$ cat src/rtl/sysid_check_ctrl.sv
// Reads the sysid slave (ID at word 0, timestamp at word 1) and flags whether both match.
// Optional read timeout is enabled by defining SYSID_CHECK_TIMEOUT_EN.
module sysid_check_ctrl #(
    parameter logic [31:0] EXPECTED_ID    = 32'h0000_0000,
    parameter logic [31:0] EXPECTED_TS    = 32'd1487538347,
    parameter int unsigned TIMEOUT_CYCLES = 255
) (
    input  logic        clock,
    input  logic        reset,
    input  logic        start,
    output logic        avm_address,
    output logic        avm_read,
    input  logic        avm_waitrequest,
    input  logic [31:0] avm_readdata,
    output logic        busy,
    output logic        done,
    output logic        id_ok,
    output logic        ts_ok,
    output logic        timeout,
    output logic [31:0] id_value,
    output logic [31:0] ts_value
);

    typedef enum logic [1:0] {
        IDLE   = 2'd0,
        RD_ID  = 2'd1,
        RD_TS  = 2'd2,
        FINISH = 2'd3
    } state_t;

    state_t state;
    state_t state_next;
    logic   accept;
    logic   expired;

    if (TIMEOUT_CYCLES < 1 || TIMEOUT_CYCLES > 65535) begin : g_bad_timeout
        $error("sysid_check_ctrl: TIMEOUT_CYCLES must be in 1..65535");
    end

    assign accept = avm_read && !avm_waitrequest;

`ifdef SYSID_CHECK_TIMEOUT_EN
    logic [15:0] wait_cnt;

    // Threshold is reached by the stall in progress this cycle, so the read
    // is abandoned after exactly TIMEOUT_CYCLES stalled cycles.
    assign expired = avm_read && avm_waitrequest &&
                     (({1'b0, wait_cnt} + 17'd1) == 17'(TIMEOUT_CYCLES));

    always_ff @(posedge clock or posedge reset) begin
        if (reset) begin
            wait_cnt <= '0;
        end else if (avm_read && avm_waitrequest) begin
            wait_cnt <= wait_cnt + 16'd1;
        end else begin
            wait_cnt <= '0;
        end
    end

    always_ff @(posedge clock or posedge reset) begin
        if (reset) begin
            timeout <= 1'b0;
        end else if (state == IDLE && start) begin
            timeout <= 1'b0;
        end else if (expired) begin
            timeout <= 1'b1;
        end
    end
`else
    assign expired = 1'b0;
    assign timeout = 1'b0;
`endif

    always_ff @(posedge clock or posedge reset) begin
        if (reset) begin
            state <= IDLE;
        end else begin
            state <= state_next;
        end
    end

    always_comb begin
        state_next = state;
        case (state)
            IDLE:    if (start) state_next = RD_ID;
            RD_ID:   if (accept) state_next = RD_TS;
                     else if (expired) state_next = FINISH;
            RD_TS:   if (accept || expired) state_next = FINISH;
            FINISH:  state_next = IDLE;
            default: state_next = IDLE;
        endcase
    end

    // Bus strobes decode straight from state so an async reset drops them at once.
    always_comb begin
        avm_read    = 1'b0;
        avm_address = 1'b0;
        busy        = 1'b1;
        done        = 1'b0;
        case (state)
            IDLE:   busy = 1'b0;
            RD_ID:  avm_read = 1'b1;
            RD_TS: begin
                avm_read    = 1'b1;
                avm_address = 1'b1;
            end
            FINISH: done = 1'b1;
            default: busy = 1'b0;
        endcase
    end

    always_ff @(posedge clock or posedge reset) begin
        if (reset) begin
            id_ok    <= 1'b0;
            ts_ok    <= 1'b0;
            id_value <= '0;
            ts_value <= '0;
        end else begin
            if (state == IDLE && start) begin
                id_ok <= 1'b0;
                ts_ok <= 1'b0;
            end
            if (state == RD_ID && accept) begin
                id_value <= avm_readdata;
                id_ok    <= (avm_readdata == EXPECTED_ID);
            end
            if (state == RD_TS && accept) begin
                ts_value <= avm_readdata;
                ts_ok    <= (avm_readdata == EXPECTED_TS);
            end
        end
    end

endmodule

$ cat config.mk
export PLATFORM = sky130hd
export DESIGN_NAME = sysid_check_ctrl
export DESIGN_NICKNAME = d
export VERILOG_FILES = /design/src/rtl/sysid_check_ctrl.sv
export SDC_FILE = /design/constraint.sdc
export NUM_CORES = 1
export LEC_CHECK = 0
export ABC_CLOCK_PERIOD_IN_PS = 1950
export BUFFER_PORTS_ARGS = -buffer_cell sky130_fd_sc_hd__buf_2
export CORE_MARGIN = 2
export CORE_UTILIZATION = 44
export DETAILED_ROUTE_END_ITERATION = 10
export PLACE_DENSITY_LB_ADDON = 0.3
export SYNTH_ARGS = -nofsm -noshare
export SYNTH_HDL_FRONTEND = slang
export SYNTH_SLANG_ARGS = --single-unit
export TNS_END_PERCENT = 5
$ cat constraint.sdc
create_clock -name clock -period 1.95 [get_ports clock]
set_input_delay 0.39 -clock clock [delete_from_list [all_inputs] [get_ports clock]]
set_output_delay 0.39 -clock clock [all_outputs]
set_load 0.05 [all_outputs]
# After elaboration in Yosys (flattened, before gate mapping)
# Cells that the tools add are included.
# W data, S select, Z words.
[op_classes] eq_ne=7 mux=11 n_reduce_logical=11
[op_table] cell="$eq A32 B31 Y1 const B" n=1
[op_table] cell="$logic_not A32 Y1" n=1
[op_table] cell="$pmux W2 S4" n=1
[op_table] cell="$mux W1" n=7
[op_table] cell="$mux W2" n=3
[op_table] cell="$ne A2 B2 Y1 const B" n=3
[op_table] cell="$eq A2 B2 Y1 const B" n=2
[op_table] cell="$logic_and A1 B1 Y1" n=4
[op_table] cell="$reduce_bool A2 Y1" n=2
[op_table] cell="$reduce_and A3 Y1" n=1
[op_table] cell="$eq A2 B1 Y1 const B" n=1
[op_table] cell="$logic_not A2 Y1" n=1
[op_table] cell="$reduce_or A2 Y1" n=1
[op_table] cell="$logic_not A1 Y1" n=1
[word_totals] reg_bits=68 in_bits=36

# Depth between registers and ports, before layout
# Gate-level depths: netlist of the first run.
[logic_depth] word_depth=6 mapped_depth=7

# Worst setup path before layout of the first run
# No wires, ideal clock.
[synth_timing] path_kind="reg-to-reg" from="register state[0]" to="register ts_value[0]" setup_time_ns=0.125 arrival_ns=1.823 required_time_ns=1.825 path_slack_ns=0.002 stages_incl_launch_ff=7 n_path_buf=2 synth_period_minus_slack_ns=1.948 path_cell_list="dfrtp_1 inv_1 ha_1 nor2b_2 buf_6 buf_6 mux2_2"
[synth_between] elab_chain_cells=5 word_cells_on_any_way=6 cone_classes="2 x eq/ne; 1 x mux; 3 x reduce/logical"
[synth_lines] item="start: declaration" line="31" source="state_t state;"
[synth_lines] item="start signal: assignment" line="78" source="state <= state_next;"
[synth_lines] item="$eq A2 B1 Y1 or $eq A2 B2 Y1 (tied branches)" line="100, 127"
[synth_lines] item="$reduce_or A2 Y1 (no source line)"
[synth_lines] item="$mux W1" line="100" source="case (state)"
[synth_lines] item="$logic_and A1 B1 Y1" line="40" source="assign accept = avm_read && !avm_waitrequest;"
[synth_lines] item="$logic_and A1 B1 Y1 *" line="127" source="if (state == RD_TS && accept) begin"
[synth_lines] item="end signal: assignment" line="128" source="ts_value <= avm_readdata;"
[synth_lines] item="end: declaration" line="21" source="output logic [31:0] ts_value"
# Mark *: on every way between the ends. The rest lies on a longest branch, timed or not.
# A chain may end at the register's enable or synchronous reset.

# Worst setup path after layout of the first run
[layout_timing] from="register state[1]" to="output port avm_read"
[layout_between] elab_chain_cells=3 word_cells_on_any_way=4 cone_classes="2 x eq/ne; 1 x mux; 1 x reduce/logical"
[layout_lines] item="$eq A2 B1 Y1 or $eq A2 B2 Y1 (tied branches)" line="100"
[layout_lines] item="$reduce_or A2 Y1 (no source line) *"
[layout_lines] item="$mux W1 *" line="100"
[layout_lines] item="end: declaration" line="12" source="output logic avm_read,"
# Marks and branches as above.

==> metrics.txt, run 1 <==
# TYPE chip_impl_metric gauge
chip_impl_info{name="status",value="finished clean"} 1
chip_impl_metric{name="io_pins",unit=""} 107
chip_impl_metric{name="seq_area_frac_synth",unit="%"} 60.9
chip_impl_metric{name="grt_overflow",unit=""} 0
chip_impl_metric{name="io_buffers",unit=""} 105
chip_impl_metric{name="drt_first_pass_iters",unit=""} 4
chip_impl_metric{name="dp_hpwl",unit="mm"} 4.40
chip_impl_metric{name="synth.yosys.warnings",unit=""} 0
chip_impl_metric{name="gr-usage-all-layers",unit="%"} 18.2
chip_impl_info{name="endpoint_kind",value="output pin"} 1
chip_impl_metric{name="initial_core_util",unit="%"} 44.8
chip_impl_info{name="timing.hold.worst.class",value="in2async"} 1
chip_impl_metric{name="cts-buffers-inserted",unit=""} 9
chip_impl_metric{name="worst-endpoint-arrival",unit="ns"} 1.46
chip_impl_info{name="kind_of_launch_point_of_the_worst_setup_path",value="register"} 1
chip_impl_metric{name="drt_drc_violations_left",unit=""} 0
chip_impl_metric{name="gpl.final_weighted_congestion",unit=""} 0.758
chip_impl_metric{name="initial_antenna_violation_count",unit=""} 0
chip_impl_metric{name="skew",unit="ns"} 0.00558
chip_impl_metric{name="post_synth_edffs",unit=""} 0
chip_impl_metric{name="final_antenna_net_count",unit=""} 0
chip_impl_metric{name="drive_above_1_share",unit="%"} 55.6
chip_impl_metric{name="clk_path_buf_depth",unit=""} 2
chip_impl_metric{name="final.fill_count",unit=""} 533
chip_impl_info{name="synth.largest_area_cell",value="sky130_fd_sc_hd__dfrtp_1"} 1
chip_impl_info{name="criticalPathCategory",value="reg2out"} 1
chip_impl_metric{name="die_w",unit="um"} 83.7
chip_impl_metric{name="detailedRoute.firstIterationViolations",unit=""} 117
chip_impl_metric{name="netlist_area",unit="um^2"} 2800
chip_impl_metric{name="die_area",unit="um^2"} 7010
chip_impl_metric{name="net_count_after_synthesis",unit=""} 220
chip_impl_metric{name="route.vias.total",unit=""} 1915
chip_impl_metric{name="clock_latency",unit="ns"} 0.34
chip_impl_metric{name="synth_top_cell_area_share",unit="%"} 60.9
chip_impl_metric{name="timing.setup.tns",unit="ns"} 0
chip_impl_metric{name="wl_per_cell",unit="um"} 16.0
chip_impl_metric{name="rows",unit=""} 29
chip_impl_metric{name="post_drt_via_cell_ratio",unit=""} 5.12
chip_impl_metric{name="syn_inst",unit=""} 179
chip_impl_metric{name="cp_slowest_stage_delay",unit="ns"} 0.40
chip_impl_info{name="tritoncts",value="done"} 1
chip_impl_metric{name="critical_path_required",unit="ns"} 1.56
chip_impl_metric{name="first_global_vias",unit=""} 1883
chip_impl_info{name="synth_top_cells_by_area",value="sky130_fd_sc_hd__dfrtp_1, sky130_fd_sc_hd__mux2_2, sky130_fd_sc_hd__mux2_1"} 1
chip_impl_metric{name="routed_wl",unit="mm"} 5.98
chip_impl_metric{name="layout_min_cycle_time",unit="ns"} 1.85
chip_impl_metric{name="clk_transition_reported_paths",unit="ns"} 0.07
chip_impl_metric{name="nNetsFinal",unit=""} 333
chip_impl_metric{name="cap_viol_max_count",unit=""} 0
chip_impl_info{name="grt_setup_unrepaired",value="no"} 1
chip_impl_metric{name="cts.htree.levels",unit=""} 3
chip_impl_info{name="cell_with_the_largest_stage_delay_on_the_worst_path",value="sky130_fd_sc_hd__dfrtp_1"} 1
chip_impl_metric{name="synth-seq-cells",unit=""} 68
chip_impl_metric{name="area_delta_synth_final",unit="%"} 29.9
chip_impl_info{name="synth_most_common_cell",value="sky130_fd_sc_hd__dfrtp_1"} 1
chip_impl_metric{name="max_freq",unit="MHz"} 542
chip_impl_info{name="clock-root-buffer",value="sky130_fd_sc_hd__clkbuf_8"} 1
chip_impl_metric{name="core_region_area",unit="um^2"} 6240
chip_impl_metric{name="grt_max_degree",unit=""} 69
chip_impl_metric{name="yosys.cell_types.count",unit=""} 23
chip_impl_metric{name="synthArstFlopShare",unit="%"} 100
chip_impl_metric{name="first_pass_grt_wire_length",unit="mm"} 9.70
chip_impl_info{name="synth_top_flop_cell",value="sky130_fd_sc_hd__dfrtp_1"} 1
chip_impl_metric{name="n_diodes",unit=""} 0
chip_impl_metric{name="timing.final.crit_share",unit="%"} 94.7
chip_impl_metric{name="hold_violations",unit=""} 0
chip_impl_metric{name="multi_input_comb_area",unit="um^2"} 997
chip_impl_info{name="synth_common_cells",value="sky130_fd_sc_hd__dfrtp_1, sky130_fd_sc_hd__mux2_2, sky130_fd_sc_hd__mux2_1"} 1
chip_impl_metric{name="final-max-slew-violation-count",unit=""} 0
chip_impl_metric{name="crit_fanout",unit=""} 4
chip_impl_metric{name="clock_sink_count",unit=""} 68
chip_impl_metric{name="post_synthesis_mean_instance_area",unit="um^2"} 15.6
chip_impl_metric{name="die_height",unit="um"} 83.7
chip_impl_info{name="crit_path_cell_trace",value="inv_1 > ha_1 > buf_4"} 1
chip_impl_metric{name="area.sequential",unit="um^2"} 1700
chip_impl_metric{name="count_of_endpoints_failing_setup_in_the_final_report",unit=""} 0
[kinds of logic after synthesis]
kind of cell	Yosys count	synth area share, %
multiplexers	66	26.5
buffers and inverters	12	3.63
adder cells (fa/ha/maj)	5	2.24
AO/OA/AOI/OAI	6	1.48
flip-flops	68	60.9
other	1	0.134
AND/OR/NAND/NOR	21	5.10
[metal layers]
layer	vias to the layer above	track usage [%]	part of all wire, %
met1	964	23.0	42
li1	870	-	-
met3	7	8.31	8.2
met4	0	5.72	1.0
met2	74	28.0	49
met5	-	0	0
[registers in the layout, summed over array words and instances, names as in the netlist]
register  count
ts_ok         1
id_ok         1
ts_value     32
state         2
id_value     32
[cells in the final DEF, fill, tap and decap left out, types with 2 or more instances in the layout]
cell                         netlist  final
sky130_fd_sc_hd__nand4_1           4      4
sky130_fd_sc_hd__mux2_2           35     35
sky130_fd_sc_hd__ha_1              5      5
sky130_fd_sc_hd__dfrtp_1          68     68
sky130_fd_sc_hd__nor2_1            3      3
sky130_fd_sc_hd__bufinv_16         0      2
sky130_fd_sc_hd__clkbuf_8          0     10
sky130_fd_sc_hd__inv_1             4      3
sky130_fd_sc_hd__buf_4             1      4
sky130_fd_sc_hd__mux2_1           30     30
sky130_fd_sc_hd__buf_2             0    104
sky130_fd_sc_hd__nor4_1            7      7
sky130_fd_sc_hd__a22o_1            2      2
sky130_fd_sc_hd__nand3_1           2      2
sky130_fd_sc_hd__clkinvlp_4        0      4
sky130_fd_sc_hd__buf_12            0      2
[critical path: cells and delay by family, from the launching register on]
kind,cells,cell delay (ns)
buffers and inverters,2,0.33
adder cells (fa/ha/maj),1,0.38
flip-flops,1,0.40
[what timing repair did]
item | in CTS | in global routing
setup endpoints to repair | 0 | 1
hold buffers | 0 | 0
setup buffers | 0 | 0
resized for setup | 0 | 2
[final cells by class]
type                       instances  share of cell area (%)
clock buffer                      10                    3.79
inverter                           4                   0.517
timing repair buffer             110                    16.3
multi-input combinational         99                    27.5
sequential                        68                    46.9
clock inverter                     6                    2.41
tap                               77                    2.65
[per-stage QoR]
stage	std cells	utilization, %	area [um^2]	setup slack (ns)	hold WS, ns
floorplan	179	-	2800	0.00231	0.522
global placement	358	54.5	3400	0.264	0.465
detailed placement	358	54.5	3400	0.213	0.474
CTS	374	58.1	3630	0.0165	0.135
global route	374	58.2	3630	0.0110	0.157
finish	374	58.2	3630	0.104	0.127
[path summary, 6_finish.rpt]
check | from | end | cells past startpoint | slack, ns
max | state[1] | avm_read | 3 | 0.10
min | reset | id_value[29] | 3 | 0.13
min reg2reg | id_value[1] | id_value[1] | 1 | 0.49
max in group asynchronous | reset | id_value[15] | 3 | 1.54
min in group clock | avm_readdata[13] | id_value[13] | 2 | 0.29
max reg2reg | state[0] | ts_value[23] | 5 | 0.21
Power of run 1 is not shown: default switching activity piles up to over one toggle a cycle in this logic, so the estimate is an artifact.
==> run 2: changes to the inputs <==
--- a/config.mk
+++ b/config.mk
@@ -11,6 +11,7 @@
 export CORE_UTILIZATION = 44
 export DETAILED_ROUTE_END_ITERATION = 10
 export PLACE_DENSITY_LB_ADDON = 0.3
+export RECOVER_POWER = 50
 export SYNTH_ARGS = -nofsm -noshare
 export SYNTH_HDL_FRONTEND = slang
 export SYNTH_SLANG_ARGS = --single-unit
==> run 2 against run 1 <==
Routed wire length is 0.69% higher. Cell count stayed put. Global-route usage stayed put. Fmax hardly changed. Critical path type unchanged.
==> metrics.txt, run 2 (same netlist as run 1, synthesis figures left out) <==
# TYPE chip_impl_metric gauge
chip_impl_metric{name="hold-path-cell-count",unit=""} 2
chip_impl_info{name="crit_path_cell_trace",value="inv_1 > ha_1 > buf_4"} 1
chip_impl_metric{name="worst-slew-pin-transition",unit="ns"} 1.47
chip_impl_metric{name="gr-usage-all-layers",unit="%"} 18.2
chip_impl_metric{name="count_of_endpoints_failing_setup_in_the_final_report",unit=""} 0
chip_impl_metric{name="crit_fanout",unit=""} 4
chip_impl_info{name="grt_setup_unrepaired",value="no"} 1
chip_impl_metric{name="clk_transition_reported_paths",unit="ns"} 0.07
chip_impl_metric{name="post_drt_via_cell_ratio",unit=""} 5.11
chip_impl_metric{name="detailedRoute.firstIterationViolations",unit=""} 121
chip_impl_metric{name="cts-buffers-inserted",unit=""} 9
chip_impl_metric{name="route.met3.wl",unit="um"} 501
chip_impl_metric{name="skew",unit="ns"} 0.00605
chip_impl_metric{name="detailroute.wirelength.met2",unit="mm"} 2.90
chip_impl_metric{name="die_area",unit="um^2"} 7010
chip_impl_info{name="clock-root-buffer",value="sky130_fd_sc_hd__clkbuf_8"} 1
chip_impl_metric{name="first_global_vias",unit=""} 1883
chip_impl_metric{name="io_buffers",unit=""} 105
chip_impl_metric{name="critical_path_depth",unit=""} 3
chip_impl_metric{name="worst-endpoint-arrival",unit="ns"} 1.46
chip_impl_metric{name="grt_overflow",unit=""} 0
chip_impl_metric{name="cap_viol_max_count",unit=""} 0
chip_impl_metric{name="final-max-slew-violation-count",unit=""} 0
chip_impl_info{name="reg_top3",value="id_value (32), ts_value (32), state (2)"} 1
chip_impl_info{name="endpoint_kind",value="output pin"} 1
chip_impl_metric{name="dp_hpwl",unit="mm"} 4.40
chip_impl_metric{name="drt_first_pass_iters",unit=""} 4
chip_impl_metric{name="grt_max_degree",unit=""} 69
chip_impl_metric{name="rows",unit=""} 29
chip_impl_metric{name="clk_path_buf_depth",unit=""} 2
chip_impl_info{name="critical_path.top_delay_family",value="flip-flops"} 1
chip_impl_info{name="timing.hold.worst.class",value="in2reg"} 1
chip_impl_metric{name="die_height",unit="um"} 83.7
chip_impl_info{name="layout_common_cells",value="sky130_fd_sc_hd__buf_2, sky130_fd_sc_hd__dfrtp_1, sky130_fd_sc_hd__clkbuf_1"} 1
chip_impl_metric{name="wirelength_met1",unit="mm"} 2.56
chip_impl_metric{name="layout_min_cycle_time",unit="ns"} 1.85
chip_impl_metric{name="worst_hold_slack",unit="ns"} 0.285
chip_impl_metric{name="core_region_area",unit="um^2"} 6240
chip_impl_info{name="cell_with_the_largest_stage_delay_on_the_worst_path",value="sky130_fd_sc_hd__dfrtp_1"} 1
chip_impl_metric{name="nNetsFinal",unit=""} 333
chip_impl_metric{name="finalNonFillerCells",unit=""} 374
chip_impl_metric{name="cp.buffers_inverters",unit=""} 2
chip_impl_metric{name="timing.setup.tns",unit="ns"} 0
chip_impl_metric{name="drt_drc_violations_left",unit=""} 0
chip_impl_metric{name="io_pins",unit=""} 107
chip_impl_metric{name="clock_sink_count",unit=""} 68
chip_impl_metric{name="reg2reg_depth",unit=""} 5
chip_impl_metric{name="timing.final.crit_share",unit="%"} 94.6
chip_impl_metric{name="routed_wl",unit="mm"} 6.02
chip_impl_info{name="final_common_cell",value="sky130_fd_sc_hd__buf_2"} 1
chip_impl_metric{name="die_w",unit="um"} 83.7
chip_impl_metric{name="n_diodes",unit=""} 0
chip_impl_metric{name="clock_latency",unit="ns"} 0.34
chip_impl_info{name="dr.max_layer_used",value="met4"} 1
chip_impl_metric{name="place.detailed.instances",unit=""} 358
chip_impl_info{name="kind_of_launch_point_of_the_worst_setup_path",value="register"} 1
chip_impl_metric{name="max_freq",unit="MHz"} 542
chip_impl_metric{name="cp_slowest_stage_delay",unit="ns"} 0.40
chip_impl_metric{name="area_delta_synth_final",unit="%"} 27.7
chip_impl_metric{name="gpl.final_weighted_congestion",unit=""} 0.758
chip_impl_metric{name="slew-limit-headroom",unit="%"} 2.17
chip_impl_metric{name="final_antenna_net_count",unit=""} 0
chip_impl_info{name="tritoncts",value="done"} 1
chip_impl_metric{name="hold_violations",unit=""} 0
chip_impl_metric{name="initial_core_util",unit="%"} 44.8
chip_impl_metric{name="critical_path_required",unit="ns"} 1.56
chip_impl_metric{name="wl_per_cell",unit="um"} 16.1
chip_impl_metric{name="drive_above_1_share",unit="%"} 43.4
chip_impl_info{name="status",value="finished clean"} 1
chip_impl_metric{name="route.vias.total",unit=""} 1913
chip_impl_metric{name="postCtsHoldBufs",unit=""} 0
chip_impl_metric{name="initial_antenna_violation_count",unit=""} 0
chip_impl_metric{name="first_pass_grt_wire_length",unit="mm"} 9.70
chip_impl_info{name="criticalPathCategory",value="reg2out"} 1
chip_impl_metric{name="cts.htree.levels",unit=""} 3
## run 2: changes by cell type in the layout (fill, tap and decap cells not counted)
| cell | previous run | this run |
|---|---|---|
| sky130_fd_sc_hd__buf_12 | 2 | 1 |
| sky130_fd_sc_hd__buf_2 | 104 | 69 |
| sky130_fd_sc_hd__clkbuf_1 | 0 | 36 |
## run 2: metal layers
layer	track usage (%)	up-vias
met1	23.0	962
met2	28.0	74
met4	5.72	0
li1	-	870
met3	8.31	7
met5	0	-
## run 2: timing repair
action                                  4_1_cts  5_1_grt
resized for setup                             0        2
endpoints found under the setup margin        0        1
setup buffers                                 0        0
## run 2: layout make-up
class                      instances  area (um^2)
multi-input combinational         99          997
timing repair buffer             110          531
clock inverter                     6         87.6
tap                               77         96.3
sequential                        68         1700
inverter                           4         18.8
clock buffer                      10          138
fill                             558         2670
## run 2: path summary, 6_finish.rpt
path / start / to / slack, ns
max reg2reg: state[0] / ts_value[23] / 0.21
min: avm_readdata[13] / id_value[13] / 0.29
min in group asynchronous: reset / id_value[29] / 0.56
max in group asynchronous: reset / ts_value[19] / 0.49
min reg2reg: id_value[1] / id_value[1] / 0.49
max: state[1] / avm_read / 0.10
## run 2: worst reg2reg max path, stage by stage, from the launching register on
cell	delay (ns)
sky130_fd_sc_hd__dfrtp_1	0.40
sky130_fd_sc_hd__inv_1	0.13
sky130_fd_sc_hd__ha_1	0.25
sky130_fd_sc_hd__nor2b_4	0.19
sky130_fd_sc_hd__buf_4	0.27
sky130_fd_sc_hd__mux2_2	0.38
## run 2: per-stage QoR
step	instance area, um^2	setup slack [ns]	util (%)
after floorplan	2800	0.00231	-
after global placement	3400	0.264	54.5
after detailed placement	3400	0.213	54.5
after CTS	3630	0.0165	58.1
after global routing	3570	0.0110	57.2
final	3570	0.105	57.2
Power of run 2 is left out for the same reason.
